<file path="src/rtl/load_store_unit.sv">
// load_store_unit: sequences byte/half/word loads and stores as single-byte memory accesses
module load_store_unit #(
   parameter int BUS_WIDTH  = 8,
   parameter int ADDR_WIDTH = 8
) (
   input  logic                   clk,
   input  logic                   rst,
   input  logic                   reqValid,
   output logic                   reqReady,
   input  logic                   reqWrite,
   input  logic [1:0]             reqSize,
   input  logic                   reqSigned,
   input  logic [ADDR_WIDTH-1:0]  reqAddr,
   input  logic [4*BUS_WIDTH-1:0] reqWData,
   output logic                   respValid,
   output logic [4*BUS_WIDTH-1:0] respRData,
   output logic [ADDR_WIDTH-1:0]  memAddress,
   output logic [BUS_WIDTH-1:0]   memWData,
   output logic                   memReadWriteControl,
   input  logic [BUS_WIDTH-1:0]   memRData
);
   localparam int W = 4*BUS_WIDTH;
   typedef enum logic [1:0] {IDLE, ACCESS, DONE} state_t;
   state_t                state_q, state_d;
   logic [1:0]            cnt_q, cnt_d, last_q, last_d;
   logic                  write_q, write_d, signed_q, signed_d;
   logic                  ready_q, ready_d, valid_q, valid_d, we_q, we_d;
   logic [W-1:0]          wdata_q, wdata_d, rdata_q, rdata_d, resp_q, resp_d;
   logic [ADDR_WIDTH-1:0] addr_q, addr_d;
   logic [BUS_WIDTH-1:0]  wbyte_q, wbyte_d;
   // Next state: memory-side outputs are computed one cycle ahead so they are registered during each access
   always_comb begin
      state_d  = state_q;
      cnt_d    = cnt_q;
      last_d   = last_q;
      write_d  = write_q;
      signed_d = signed_q;
      ready_d  = ready_q;
      valid_d  = 1'b0;
      we_d     = 1'b0;
      wdata_d  = wdata_q;
      rdata_d  = rdata_q;
      resp_d   = resp_q;
      addr_d   = addr_q;
      wbyte_d  = wbyte_q;
      case (state_q)
         IDLE: if (reqValid && ready_q) begin
            state_d  = ACCESS;
            cnt_d    = 2'd0;
            last_d   = reqSize == 2'b00 ? 2'd0 : reqSize == 2'b01 ? 2'd1 : 2'd3;
            write_d  = reqWrite;
            signed_d = reqSigned;
            ready_d  = 1'b0;
            we_d     = reqWrite;
            wdata_d  = reqWData;
            rdata_d  = '0;
            addr_d   = reqAddr;
            wbyte_d  = reqWData[BUS_WIDTH-1:0];
         end
         ACCESS: begin
            for (int i = 0; i < 4; i++)
               if (cnt_q == 2'(i)) rdata_d[i*BUS_WIDTH +: BUS_WIDTH] = memRData;
            if (cnt_q == last_q) begin
               state_d = DONE;
               valid_d = 1'b1;
               resp_d  = write_q ? '0
                       : last_q == 2'd0 ? {{(3*BUS_WIDTH){signed_q & rdata_d[BUS_WIDTH-1]}}, rdata_d[BUS_WIDTH-1:0]}
                       : last_q == 2'd1 ? {{(2*BUS_WIDTH){signed_q & rdata_d[2*BUS_WIDTH-1]}}, rdata_d[2*BUS_WIDTH-1:0]}
                       : rdata_d;
            end else begin
               cnt_d   = cnt_q + 2'd1;
               addr_d  = addr_q + ADDR_WIDTH'(1);
               wdata_d = wdata_q >> BUS_WIDTH;
               wbyte_d = wdata_q[2*BUS_WIDTH-1:BUS_WIDTH];
               we_d    = write_q;
            end
         end
         DONE: begin
            state_d = IDLE;
            ready_d = 1'b1;
         end
         default: begin
            state_d = IDLE;
            ready_d = 1'b1;
         end
      endcase
   end
   // State and output registers; reset aborts any request in flight
   always_ff @(posedge clk) begin
      if (rst) begin
         state_q  <= IDLE;
         cnt_q    <= '0;
         last_q   <= '0;
         write_q  <= 1'b0;
         signed_q <= 1'b0;
         ready_q  <= 1'b1;
         valid_q  <= 1'b0;
         we_q     <= 1'b0;
         wdata_q  <= '0;
         rdata_q  <= '0;
         resp_q   <= '0;
         addr_q   <= '0;
         wbyte_q  <= '0;
      end else begin
         state_q  <= state_d;
         cnt_q    <= cnt_d;
         last_q   <= last_d;
         write_q  <= write_d;
         signed_q <= signed_d;
         ready_q  <= ready_d;
         valid_q  <= valid_d;
         we_q     <= we_d;
         wdata_q  <= wdata_d;
         rdata_q  <= rdata_d;
         resp_q   <= resp_d;
         addr_q   <= addr_d;
         wbyte_q  <= wbyte_d;
      end
   end
   assign reqReady            = ready_q;
   assign respValid           = valid_q;
   assign respRData           = resp_q;
   assign memAddress          = addr_q;
   assign memWData            = wbyte_q;
   assign memReadWriteControl = we_q;
endmodule

</file>
<file path="config.mk">
export PLATFORM = sky130hd
export DESIGN_NAME = load_store_unit
export DESIGN_NICKNAME = d
export VERILOG_FILES = /design/src/rtl/load_store_unit.sv
export SDC_FILE = /design/constraint.sdc
export NUM_CORES = 1
export LEC_CHECK = 0
export ABC_CLOCK_PERIOD_IN_PS = 2600
export BUFFER_PORTS_ARGS = -buffer_cell sky130_fd_sc_hd__clkbuf_2
export CAP_MARGIN = 15
export CORE_UTILIZATION = 54
export DETAILED_ROUTE_END_ITERATION = 12
export PLACE_DENSITY = 0.79
export SYNTH_ARGS = -nofsm -noshare
export SYNTH_HDL_FRONTEND = slang
export SYNTH_SLANG_ARGS = --single-unit
</file>
<file path="constraint.sdc">
create_clock -name clk -period 2.6 [get_ports clk]
set_input_delay 0.65 -clock clk [delete_from_list [all_inputs] [get_ports clk]]
set_output_delay 0.65 -clock clk [all_outputs]
set_load 0.005 [all_outputs]
</file>
Word level (Yosys, flattened, before mapping)
Index checks and enable logic that the tools add are counted.
W data, S select, Z words.
{"block": "totals", "register_bits": 123, "inputBits": 55, "word_cells": 75}
{"block": "classes", "n_addsub": 2, "n_eq_ne": 10, "n_mux": 34, "bitwise_logic": 3, "reduce_logical": 13}
{"cell": "$mux W32", "count": 6}
{"cell": "$pmux W32 S2", "count": 2}
{"cell": "$mux W8", "count": 10}
{"cell": "$pmux W8 S2", "count": 2}
{"cell": "$mux W2", "count": 6}
{"cell": "$reduce_and A2 Y1", "count": 5}
{"cell": "$add A8 B1 Y8 const B", "count": 1}
{"cell": "$eq A2 B1 Y1 const B", "count": 4}
{"cell": "$logic_not A2 Y1", "count": 4}
{"cell": "$pmux W2 S2", "count": 2}
{"cell": "$ne A2 B2 Y1 const B", "count": 3}
{"cell": "$eq A2 B2 Y1 const B", "count": 2}
{"cell": "$mux W1", "count": 4}
{"cell": "$pmux W1 S2", "count": 2}
{"cell": "$reduce_and A3 Y1", "count": 1}
{"cell": "$add A2 B1 Y2 const B", "count": 1}
{"cell": "$and A1 B1 Y1", "count": 2}
{"cell": "$eq A2 B2 Y1", "count": 1}
{"cell": "$reduce_bool A2 Y1", "count": 1}
{"cell": "$reduce_or A2 Y1", "count": 1}
{"cell": "$logic_and A1 B1 Y1", "count": 1}
{"cell": "$not A1 Y1", "count": 1}

Longest topological paths before layout
{"block": "depth", "depth_word": 7, "ltp_mapped": 8}

Worst setup path after synthesis
No wires, ideal clock.
{"block": "synth_timing", "path_kind": "register -> register", "start": "register cnt_q[0]", "end": "register resp_q[18], in the netlist respRData[18]", "setup_ps": 59, "arrival_ps": 1881, "t_required_ps": 2541, "setup_slack_ps": 660, "path_stages_with_launch": 9, "cell_sequence": "dfxtp_1 -> inv_1 -> ha_1 -> buf_4 -> mux2_2 -> a21oi_4 -> nor4b_4 -> buf_6 -> a22o_1"}
{"block": "synth_via", "elab_chain_cells": 7, "elab_cells_between_ends": 15}
{"element": "start: declaration", "line": "25", "text": "logic [1:0] cnt_q, cnt_d, last_q, last_d;"}
{"element": "start signal: assignment", "line": "106", "text": "cnt_q <= cnt_d;"}
{"element": "$eq A2 B1 Y1", "line": "62", "text": "if (cnt_q == 2'(i)) rdata_d[i*BUS_WIDTH +: BUS_WIDTH] = memRData;"}
{"element": "$mux W8", "line": "62"}
{"element": "$mux W8", "line": "46", "text": "case (state_q)"}
{"element": "$and A1 B1 Y1", "line": "68", "text": ": last_q == 2'd1 ? {{(2*BUS_WIDTH){signed_q & rdata_d[2*BUS_WIDTH-1]}}, rdata_d[2*BUS_WIDTH-1:0]}"}
{"element": "$mux W32", "line": "68"}
{"element": "$mux W32", "line": "67", "text": ": last_q == 2'd0 ? {{(3*BUS_WIDTH){signed_q & rdata_d[BUS_WIDTH-1]}}, rdata_d[BUS_WIDTH-1:0]}"}
{"element": "$mux W32", "line": "66", "text": "resp_d = write_q ? '0"}
{"element": "end signal: assignment", "line": "115", "text": "resp_q <= resp_d;"}
{"element": "end: declaration", "line": "28", "text": "logic [W-1:0] wdata_q, wdata_d, rdata_q, rdata_d, resp_q, resp_d;"}
Parallel ways exist; a longest one is shown, timed or not. The select of a mux whose other input is x is not followed.
A chain may end at the register's enable or synchronous reset.

Worst setup path in the final report
{"block": "layout_timing", "start": "register cnt_q[0]", "end": "register resp_q[23], in the netlist respRData[23]"}
Same word-level chain as after synthesis.

==> metrics.txt <==
total negative slack 0 ns; Gate Count Post-Synth 525; Tot GR Track Use 25.4%; WP depth 6; CTS Root Cell clkbuf_8; status finished with violations; Max clock buf depth 2; slowest stage delay, CP 0.80 ns; internal power 0.00361 W; Finished Cell Area 6070 um2; H-Tree Depth 4; Core Rows 34; WP buf/inv 1; reg2reg end respRData[23]$_SDFFE_PP0P_; power per cell area 790 nW/um2; Min-Delay Path Depth 2; fin util 68.9%; layout cells sized above 1 26.0%; die area 9550 um2; routed wire length 11700 um; r2r startpoint cnt_q[0]$_SDFFE_PP0P_; Fin. Hold Viols 0; Crit-path slowest cell nor4b_4; critical path required time 3.04 ns; CP cell instances inv_1, ha_1, mux2_2, a21oi_4, nor4b_4, a22o_1; Max Freq 442 MHz; Seq/Total Area, Yosys 46.5%; RePlAce Congestion 0.770; peak supply drop 435 uV; share of the synthesized area in the top cell type 46.5%; hpwl dp 7580 um; Slew Limit Fails 0; flop2flop setup slack 0.34 ns; Comb pwr share 12.2%; vias post-DR 4270; Final ANT Viol Nets 0; net count after synthesis 585; Post-synth EDFFs 0; Setup crit end kind flop; end point of the critical path respRData[23]$_SDFFE_PP0P_; IO Port Bufs 105; switching part of the total 24.8%; Clock Latency Late Sink 0.51 ns; Die Y 97.7 um; CP max FO 16; shortest period the worst path allows 2.26 ns; Die X 97.7 um; drt pass-1 iters 10; n_diodes 0; max_cap viols 0; overflow left after global routing 0; violated checks DRC; crit path kind reg -> reg; largest net degree at the start of global routing 103; synth warn 0; hold crit path type in -> reg; boundary pin count 106; Core ar. 8810 um2; Leak 2.62 nW; Hold Buf Count CTS 0; vias in the first global route 4055; synth top area cells dfxtp_1 47%, mux2i_1 10%, a22o_1 6.7%; initial antenna violation count 0; number of post-CTS setup repair buffers 0; dpl cell area 5490 um2; drt via density 5.84; Slew headroom 40.2%; first-pass GRT wire length 19200 um; Psw 0.00119 W; critical path arrival 2.70 ns; sequential share of power 40.7%; Most used DFF post-synth dfxtp_1; cell taking the most area after synthesis dfxtp_1; post-synthesis cell area 4950 um2; measured slew at the worst slew-check pin 0.893 ns; Layout area overhead 22.7%; hold slack 0.347 ns; CTS tree built; ys async rst share 0%; DR iter-0 viols 209; register bit total from synthesis 115; Final setup viols 0; RSZ-0062 raised after global routing false; Power, Total 0.00480 W; clk sinks 115; # resized after CTS 0; CTS buffer count 17; CP Launch Point cnt_q[0]$_SDFFE_PP0P_; Clock Pin Slew Worst Setup and Hold Paths 0.05 ns; Post-Syn Area per Cell 9.42 um2; clock network power share 47.1%; drc violations 6; initial core utilization 56.2%; Worst Reg-to-Reg Cells 6; Critical Path Source Type flop; period utilisation layout 86.9%; Final Net Count 672; Synth cell types 42; critical path's top delay family simple AND/OR/NAND/NOR gates; wire per inst 16.0 um; fillers 699; clock skew 0.00862 ns
==> metrics by stage <==
stage	worst slack, ns	cells
after floorplan	0.660	525
after global placement	0.488	701
after detailed placement	0.342	701
after CTS	0.326	731
after global routing	0.179	731
final	0.340	731
==> worst min path at each step <==
stage                                         start                   endpoint  slack, ns
after global placement    respRData[7]$_SDFFE_PP0P_  respRData[7]$_SDFFE_PP0P_       0.44
after floorplan            wdata_q[13]$_SDFFE_PP0P_   wdata_q[13]$_SDFFE_PP0P_       0.43
after CTS                              reqWData[24]   wdata_q[24]$_SDFFE_PP0P_       0.34
after global routing                   reqWData[24]   wdata_q[24]$_SDFFE_PP0P_       0.33
final                                  reqWData[24]   wdata_q[24]$_SDFFE_PP0P_       0.35
after detailed placement  respRData[0]$_SDFFE_PP0P_  respRData[0]$_SDFFE_PP0P_       0.44
==> routing by layer <==
layer	vias up	track usage [%]	wire, um
met3	21	7.48	855
met4	0	11.8	228
met5	-	0	0
met2	167	41.0	5460
met1	1997	31.2	5130
li1	2085	-	-
==> power by group through the flow <==
stage	Combinational (W)	Sequential, W	Clock [W]
2_1_floorplan	0.000409	0.00197	0
3_3_place_gp	0.000564	0.00198	0
3_5_place_dp	0.000580	0.00198	0
4_1_cts	0.000585	0.00195	0.00228
5_1_grt	0.000638	0.00196	0.00238
6_report	0.000583	0.00195	0.00226
==> worst register-to-register path, cell delays in order, from the launching register on <==
cell	delay (ns)
dfxtp_1	0.45
inv_1	0.10
ha_1	0.23
mux2_2	0.28
a21oi_4	0.09
nor4b_4	0.80
a22o_1	0.25
==> cells in the final DEF, fill, tap and decap left out, types with 7 or more instances in the layout <==
master and n:
o2bb2ai_1 22, clkbuf_2 105, clkbuf_16 16, or3_1 7, nor3_1 8, a22o_1 38, nor2_1 71, mux2i_1 50
a21oi_1 19, dfxtp_1 115, buf_4 14, nand2_1 52, a31oi_1 31
==> cell usage after synthesis (7+ instances only) <==
cell and n:
nor3_1 9, buf_4 12, nand2_1 52, dfxtp_1 115
buf_2 11, a31oi_1 32, clkbuf_1 18, o2bb2ai_1 22
or3_1 7, buf_1 10, nor2_1 71, a22o_1 38
a21oi_1 19, mux2i_1 50
==> state kept, by name (all words and copies together) (netlist names) <==
signal               count
state_q                  2
memReadWriteControl      1
memAddress               8
last_q                   2
reqReady                 1
respRData               32
cnt_q                    2
rdata_q                 32
write_q                  1
wdata_q                 32
respValid                1
signed_q                 1
==> layout make-up <==
class	instances	area, um2	area share (%)
clock buffers	20	445	7.34
clock inverters	10	134	2.21
inverters	6	22.5	0.371
multi-input cells	352	2380	39.2
flip-flops and latches	115	2300	37.9
well taps	108	135	2.23
repair buffers	120	651	10.7
==> cell families after synthesis <==
family | share of synthesized area, %
XOR/XNOR | 0.658
multiplexers | 10.6
AND/OR/NAND/NOR | 14.7
adder cells (fa/ha/maj) | 1.26
buffers and inverters | 5.74
flip-flops | 46.5
AO/OA/AOI/OAI | 20.5
(Power assumes the default switching activity.)
